<file path="config.mk">
export PLATFORM = sky130hd
export DESIGN_NAME = regfile_wb_arbiter_flat
export DESIGN_NICKNAME = d
export VERILOG_FILES = /design/src/rtl/regfile_wb_arbiter_if.sv /design/src/rtl/regfile_wb_arbiter.sv /design/src/flat_wrapper.sv
export SDC_FILE = /design/constraint.sdc
export NUM_CORES = 1
export LEC_CHECK = 0
export BUFFER_PORTS_ARGS = -buffer_cell sky130_fd_sc_hd__buf_2
export CORE_MARGIN = 1
export CORE_UTILIZATION = 45
export DETAILED_ROUTE_END_ITERATION = 7
export PLACE_DENSITY = 0.74
export SKIP_LAST_GASP = 1
export SYNTH_ARGS = -nofsm -noshare
export SYNTH_HDL_FRONTEND = slang
export SYNTH_SLANG_ARGS = --single-unit
</file>
<file path="constraint.sdc">
create_clock -name clk -period 2.9 [get_ports clk]
set_input_delay 0.58 -clock clk [delete_from_list [all_inputs] [get_ports clk]]
set_output_delay 0.58 -clock clk [all_outputs]
set_load 0.01 [all_outputs]
</file>
<file path="src/rtl/regfile_wb_arbiter_if.sv">
// Write-back arbiter bus bundle: pipeline, long-latency unit, issue/scoreboard
// query and register-file write port. master = upstream/environment, slave = arbiter.
interface regfile_wb_arbiter_if #(
  parameter int DW    = 32,
  parameter int DEPTH = 4
);
  localparam int CW = $clog2(DEPTH) + 1;

  logic          pipe_we;
  logic [4:0]    pipe_waddr;
  logic [DW-1:0] pipe_wdata;
  logic          pipe_hold;
  logic          lu_valid;
  logic          lu_ready;
  logic [4:0]    lu_waddr;
  logic [DW-1:0] lu_wdata;
  logic          issue_valid;
  logic [4:0]    issue_waddr;
  logic          sb_conflict;
  logic [4:0]    query_addr1;
  logic [4:0]    query_addr2;
  logic          busy1;
  logic          busy2;
  logic          rf_we;
  logic [4:0]    rf_waddr;
  logic [DW-1:0] rf_wdata;
  logic [CW-1:0] fifo_count;

  modport master (
    output pipe_we, pipe_waddr, pipe_wdata, lu_valid, lu_waddr, lu_wdata,
           issue_valid, issue_waddr, query_addr1, query_addr2,
    input  pipe_hold, lu_ready, sb_conflict, busy1, busy2,
           rf_we, rf_waddr, rf_wdata, fifo_count
  );

  modport slave (
    input  pipe_we, pipe_waddr, pipe_wdata, lu_valid, lu_waddr, lu_wdata,
           issue_valid, issue_waddr, query_addr1, query_addr2,
    output pipe_hold, lu_ready, sb_conflict, busy1, busy2,
           rf_we, rf_waddr, rf_wdata, fifo_count
  );
endinterface

</file>
<file path="src/rtl/regfile_wb_arbiter.sv">
// Merges in-order pipeline write-back (priority) and a FIFO-buffered long-latency
// unit onto the single register-file write port; tracks per-register busy bits.
module regfile_wb_arbiter #(
  parameter int DEPTH      = 4,
  parameter int STARVE_MAX = 8,
  parameter int DW         = 32
) (
  input logic                 clk,
  input logic                 reset,
  regfile_wb_arbiter_if.slave bus
);
  localparam int AW = $clog2(DEPTH);
  localparam int CW = AW + 1;
  localparam int SW = $clog2(STARVE_MAX + 1);

  logic [4:0]    q_addr [DEPTH];
  logic [DW-1:0] q_data [DEPTH];
  logic [AW-1:0] wr_ptr, rd_ptr;
  logic [CW-1:0] count;
  logic [SW-1:0] starve;
  logic [31:0]   busy, busy_next;
  logic          rf_we, sb_conflict;
  logic [4:0]    rf_waddr;
  logic [DW-1:0] rf_wdata;
  logic          pipe_req, push, pop, issue_set, empty;

  assign empty     = (count == '0);
  assign pipe_req  = bus.pipe_we && (bus.pipe_waddr != 5'd0);
  assign bus.lu_ready = !reset && (count < CW'(DEPTH));
  // Writes to r0 complete the handshake but are dropped here.
  assign push      = bus.lu_valid && bus.lu_ready && (bus.lu_waddr != 5'd0);
  assign pop       = !pipe_req && !empty;
  assign issue_set = bus.issue_valid && (bus.issue_waddr != 5'd0);

  // Set beats clear when an issue and a pop name the same register.
  always_comb begin
    busy_next = busy;
    if (pop)       busy_next[q_addr[rd_ptr]] = 1'b0;
    if (issue_set) busy_next[bus.issue_waddr] = 1'b1;
    busy_next[0] = 1'b0;
  end

  always_ff @(posedge clk) begin
    if (push) begin
      q_addr[wr_ptr] <= bus.lu_waddr;
      q_data[wr_ptr] <= bus.lu_wdata;
    end
  end

  always_ff @(posedge clk or posedge reset) begin
    if (reset) begin
      rf_we       <= 1'b0;
      rf_waddr    <= '0;
      rf_wdata    <= '0;
      wr_ptr      <= '0;
      rd_ptr      <= '0;
      count       <= '0;
      starve      <= '0;
      busy        <= '0;
      sb_conflict <= 1'b0;
    end else begin
      if (pipe_req) begin
        rf_we    <= 1'b1;
        rf_waddr <= bus.pipe_waddr;
        rf_wdata <= bus.pipe_wdata;
      end else if (pop) begin
        rf_we    <= 1'b1;
        rf_waddr <= q_addr[rd_ptr];
        rf_wdata <= q_data[rd_ptr];
      end else begin
        rf_we    <= 1'b0;
      end
      if (push) wr_ptr <= wr_ptr + AW'(1);
      if (pop)  rd_ptr <= rd_ptr + AW'(1);
      count <= count + CW'(push) - CW'(pop);
      if (pop || empty)
        starve <= '0;
      else if (pipe_req && starve != SW'(STARVE_MAX))
        starve <= starve + SW'(1);
      busy        <= busy_next;
      sb_conflict <= issue_set && busy[bus.issue_waddr];
    end
  end

  assign bus.rf_we       = rf_we;
  assign bus.rf_waddr    = rf_waddr;
  assign bus.rf_wdata    = rf_wdata;
  assign bus.fifo_count  = count;
  assign bus.pipe_hold   = (starve == SW'(STARVE_MAX));
  assign bus.sb_conflict = sb_conflict;
  assign bus.busy1       = busy[bus.query_addr1];
  assign bus.busy2       = busy[bus.query_addr2];
endmodule
</file>
<file path="src/flat_wrapper.sv">
// flat-port wrapper written by rule: the top's interface ports become plain ports
module regfile_wb_arbiter_flat 
#(
  parameter int DEPTH      = 4,
  parameter int STARVE_MAX = 8,
  parameter int DW         = 32
)
  (clk, reset, bus_pipe_we, bus_pipe_waddr, bus_pipe_wdata, bus_lu_valid, bus_lu_waddr, bus_lu_wdata, bus_issue_valid, bus_issue_waddr, bus_query_addr1, bus_query_addr2, bus_pipe_hold, bus_lu_ready, bus_sb_conflict, bus_busy1, bus_busy2, bus_rf_we, bus_rf_waddr, bus_rf_wdata, bus_fifo_count);
  regfile_wb_arbiter_if #(.DW(DW), .DEPTH(DEPTH)) bus_i ();
  input logic clk;
  input logic reset;
  input wire logic [$bits(bus_i.pipe_we)-1:0] bus_pipe_we;
  input wire logic [$bits(bus_i.pipe_waddr)-1:0] bus_pipe_waddr;
  input wire logic [$bits(bus_i.pipe_wdata)-1:0] bus_pipe_wdata;
  input wire logic [$bits(bus_i.lu_valid)-1:0] bus_lu_valid;
  input wire logic [$bits(bus_i.lu_waddr)-1:0] bus_lu_waddr;
  input wire logic [$bits(bus_i.lu_wdata)-1:0] bus_lu_wdata;
  input wire logic [$bits(bus_i.issue_valid)-1:0] bus_issue_valid;
  input wire logic [$bits(bus_i.issue_waddr)-1:0] bus_issue_waddr;
  input wire logic [$bits(bus_i.query_addr1)-1:0] bus_query_addr1;
  input wire logic [$bits(bus_i.query_addr2)-1:0] bus_query_addr2;
  output wire logic [$bits(bus_i.pipe_hold)-1:0] bus_pipe_hold;
  output wire logic [$bits(bus_i.lu_ready)-1:0] bus_lu_ready;
  output wire logic [$bits(bus_i.sb_conflict)-1:0] bus_sb_conflict;
  output wire logic [$bits(bus_i.busy1)-1:0] bus_busy1;
  output wire logic [$bits(bus_i.busy2)-1:0] bus_busy2;
  output wire logic [$bits(bus_i.rf_we)-1:0] bus_rf_we;
  output wire logic [$bits(bus_i.rf_waddr)-1:0] bus_rf_waddr;
  output wire logic [$bits(bus_i.rf_wdata)-1:0] bus_rf_wdata;
  output wire logic [$bits(bus_i.fifo_count)-1:0] bus_fifo_count;
  assign bus_i.pipe_we = bus_pipe_we;
  assign bus_i.pipe_waddr = bus_pipe_waddr;
  assign bus_i.pipe_wdata = bus_pipe_wdata;
  assign bus_i.lu_valid = bus_lu_valid;
  assign bus_i.lu_waddr = bus_lu_waddr;
  assign bus_i.lu_wdata = bus_lu_wdata;
  assign bus_i.issue_valid = bus_issue_valid;
  assign bus_i.issue_waddr = bus_issue_waddr;
  assign bus_i.query_addr1 = bus_query_addr1;
  assign bus_i.query_addr2 = bus_query_addr2;
  assign bus_pipe_hold = bus_i.pipe_hold;
  assign bus_lu_ready = bus_i.lu_ready;
  assign bus_sb_conflict = bus_i.sb_conflict;
  assign bus_busy1 = bus_i.busy1;
  assign bus_busy2 = bus_i.busy2;
  assign bus_rf_we = bus_i.rf_we;
  assign bus_rf_waddr = bus_i.rf_waddr;
  assign bus_rf_wdata = bus_i.rf_wdata;
  assign bus_fifo_count = bus_i.fifo_count;
  regfile_wb_arbiter #(.DEPTH(DEPTH), .STARVE_MAX(STARVE_MAX), .DW(DW)) u_core (.clk(clk), .reset(reset), .bus(bus_i));
endmodule
</file>
==> flow_summary.yaml <==
routing:
  num_vias: 6225
  drtAntennaViolNets: 0
  drc_errors: 0
  wl_um: 22000
  initialDrtViolationCount: 379
  drt_pass1_iterations: 4
  post_drt_via_cell_ratio: 5.70
  avgRoutedWirePerCell_um: 20.1
synthesis:
  synth_nets: 757
  synth_ff_type: "edfxtp_1"
  synth_edf_count: 148
  seq_area_frac_synth_pct: 66.5
  synth-simple-area-share_pct: 7.67
  yosysWarnings: 0
  synth.area.mux_share_pct: 15.2
  synthAdderAreaFrac_pct: 1.23
  netlist_area_mm2: 0.00974
  netlist_instances: 654
  synth_top_family_by_area: "multiplexers"
  synth_compound_area_share_pct: 6.81
  synthDistinctLibCells: 39
  avgSynthCellArea_um2: 14.9
  synth_async_sr_flop_share_pct: 35.4
  synth_xor_area_share_pct: 0.720
  synth_seq_cells: 229
clock_tree:
  worstSkewPairLatency_ns: 0.51
  clk_path_buf_depth: 3
  cts_buffers: 24
  cts.clk_slew.worst_paths_ns: 0.06
  cts-hold-fix-buffers: 0
  clock-root-buffer: "clkbuf_16"
  cts_tree: "done"
  cts_resized: 0
  post_cts.repair.setup_buffers: 0
  clkSinkCount: 229
  cts_htree_levels: 1
sta:
  fmax_ghz: 0.356
  relSlewSlack_pct: 60.7
  rsz0062_at_grt: "no"
  fin_crit_ns: 2.81
  finalCritPeriodShare_pct: 96.9
  worst_pin_slew_ns: 0.589
  drv_slew: 0
  finalSetupViolations: 0
  clock_skew_ns: 0.0146
  setup_tns_ns: 0
  whs_ns: 0.117
  finalHoldViolCount: 0
  fin_ws_ns: 0.0901
die:
  dieWidth_um: 149
  rows: 53
  ios: 140
  initial_utilization_pct: 46.2
  die_y_um: 149
  die_area_mm2: 0.0222
  fp.coreArea_mm2: 0.0211
critical_path:
  crit_slowest_cell: "mux4_2"
  end_kind: "output pin"
  max_stage_delay_ns: 0.50
  crit_chain: "mux4_2, mux4_2, nand2_1, o311ai_0, buf_2"
  worstPathRequired_ns: 2.32
  start_kind: "flop"
  crit_fanout: 4
  arrival_ns: 2.23
  criticalPathCategory: "flop to output pin"
  cpMostUsedCell: "mux4_2"
pwr:
  max-vdd-ir-drop_mv: 0.526
  p_leak_nw: 4.42
  report.power.total_mw: 10.8
  p_per_area_mw_per_mm2: 929
place:
  hpwl_um: 14600
  io_buffers: 139
  gp_congestion: 0.888
  post-place-ws_ns: 0.145
grt:
  grt_max_degree: 70
  grt_pass1_vias: 6289
  grt_pass1_wl_um: 34500
  antenna_found_initial: 3
  grtUsageTotal_pct: 20.3
  grt-ovfl-total: 0
finish:
  final_util_pct: 55.2
  drive_above_1_share_pct: 32.2
  syn_to_final_growth_pct: 19.5
  nets: 902
run:
  maxCapViolCount: 0
outcome:
  status: "finished clean"
hold_path:
  min_path_type: "input port to asynchronous set/reset pin"
[cells by family after synthesis]
family | after synthesis
DFF | 229
and+or+nand+nor | 166
AOI/OAI and AO/OA | 118
muxes | 77
buffers and inverters | 47
adders and majority gates | 9
xor gates and xnor gates | 8
[flip-flops by register name, indices dropped and copies added (netlist names)]
name                    count
u_core.q_addr              20
u_core.wr_ptr               2
u_core.bus.sb_conflict      1
u_core.busy                31
u_core.starve               4
u_core.bus.rf_wdata        32
u_core.rd_ptr               2
u_core.bus.rf_waddr         5
u_core.bus.rf_we            1
u_core.bus.fifo_count       3
u_core.q_data             128
[where the power goes]
group | switching, mW | total (mW) | internal (mW)
registers | 0.572 | 4.68 | 4.11
clock network | 1.21 | 3.05 | 1.84
logic | 1.61 | 3.07 | 1.45
[synthesized netlist by cell type (2+ instances only)]
| cell type | count | area, um^2 |
|---|---|---|
| mux4_2 | 56 | 1260 |
| ha_1 | 8 | 100 |
| or4_4 | 3 | 33.8 |
| inv_1 | 10 | 37.5 |
| nor3_1 | 9 | 45.0 |
| dfrtp_1 | 81 | 2030 |
| and2_1 | 4 | 25.0 |
| buf_1 | 2 | 7.51 |
| buf_2 | 5 | 25.0 |
| o311ai_0 | 2 | 17.5 |
| o21ai_0 | 51 | 255 |
| a31oi_1 | 35 | 219 |
| a21oi_1 | 7 | 35.0 |
| o21ai_1 | 18 | 90.1 |
| or3_1 | 3 | 18.8 |
| xor2_1 | 3 | 26.3 |
| edfxtp_1 | 148 | 4440 |
| clkbuf_1 | 29 | 109 |
| nand3_1 | 6 | 30.0 |
| nand4_1 | 2 | 12.5 |
| mux2i_1 | 18 | 180 |
| mux2_2 | 3 | 33.8 |
| nand3b_1 | 9 | 67.6 |
| xnor2_1 | 5 | 43.8 |
| nand2_1 | 81 | 304 |
| nor2_1 | 42 | 158 |
| nor2b_1 | 2 | 12.5 |
[layout make-up]
type / instances / area (um^2)
fill: 1714 / 9460
sequential: 229 / 6470
multi-input combinational: 378 / 3100
timing repair buffer: 156 / 886
clock buffer: 36 / 697
tap: 275 / 344
clock inverter: 8 / 95.1
inverter: 10 / 38.8
antenna: 1 / 2.50
[cell usage in the layout, fill, tap and decap left out, types with 2 or more instances in the layout]
master	netlist	final
clkbuf_1	29	8
mux2_2	3	3
buf_12	0	5
mux4_2	56	56
inv_1	10	9
nor2_1	42	42
xor2_1	3	3
a31oi_1	35	35
mux2i_1	18	18
nand2_1	81	81
or4_4	3	3
buf_4	0	12
nor3_1	9	8
clkinv_2	0	4
nand4_1	2	2
or3_1	3	3
edfxtp_1	148	148
nand3b_1	9	9
o21ai_1	18	17
nor2b_1	2	2
dfrtp_1	81	80
o311ai_0	2	2
clkbuf_16	0	25
buf_2	5	139
o21ai_0	51	51
a21oi_1	7	7
ha_1	8	8
bufinv_16	0	2
and2_2	0	4
nand3_1	6	6
xnor2_1	5	5
clkbuf_8	0	3
[final timing paths]
check | endpoint | depth (start not counted) | from | slack, ns
min in group clk | u_core.q_data[0][16]$_DFFE_PP_ | 1 | bus_lu_wdata[16] | 0.28
min | u_core.busy[21]$_DFF_PP0_ | 2 | reset | 0.12
max reg2reg | u_core.busy[13]$_DFF_PP0_ | 5 | u_core.rd_ptr[0]$_DFFE_PP0P_ | 0.61
max in group asynchronous | u_core.bus.rf_wdata[23]$_DFFE_PP0P_ | 3 | reset | 2.09
max | bus_busy2 | 5 | u_core.busy[15]$_DFF_PP0_ | 0.09
min reg2reg | u_core.bus.rf_wdata[4]$_DFFE_PP0P_ | 2 | u_core.bus.rf_wdata[4]$_DFFE_PP0P_ | 0.54
[metrics by stage]
stage | area [um^2] | std cells
2_1_floorplan | 9740 | 654
3_3_place_gp | 10800 | 1048
3_5_place_dp | 10800 | 1048
4_1_cts | 11600 | 1092
5_1_grt | 11600 | 1092
6_report | 11600 | 1093
[metal layers]
metal / wire length (um) / part of all wire [%] / global-route usage, % / vias to the layer above
met3: 1820 / 8.3 / 4.77 / 41
met2: 10800 / 49 / 32.7 / 263
met4: 422 / 1.9 / 6.17 / 4
met1: 8920 / 41 / 27.6 / 3123
met5: 18 / 0.082 / 0 / -
li1: - / - / - / 2794
[worst max-delay path, delay by kind of cell, from the launching register on]
kind | cells | cell delay (ns)
flops | 1 | 0.44
buf+inv | 1 | 0.16
compound gates | 1 | 0.11
mux | 2 | 0.95
simple gates | 1 | 0.07
Power figures use the tool's default switching activity.
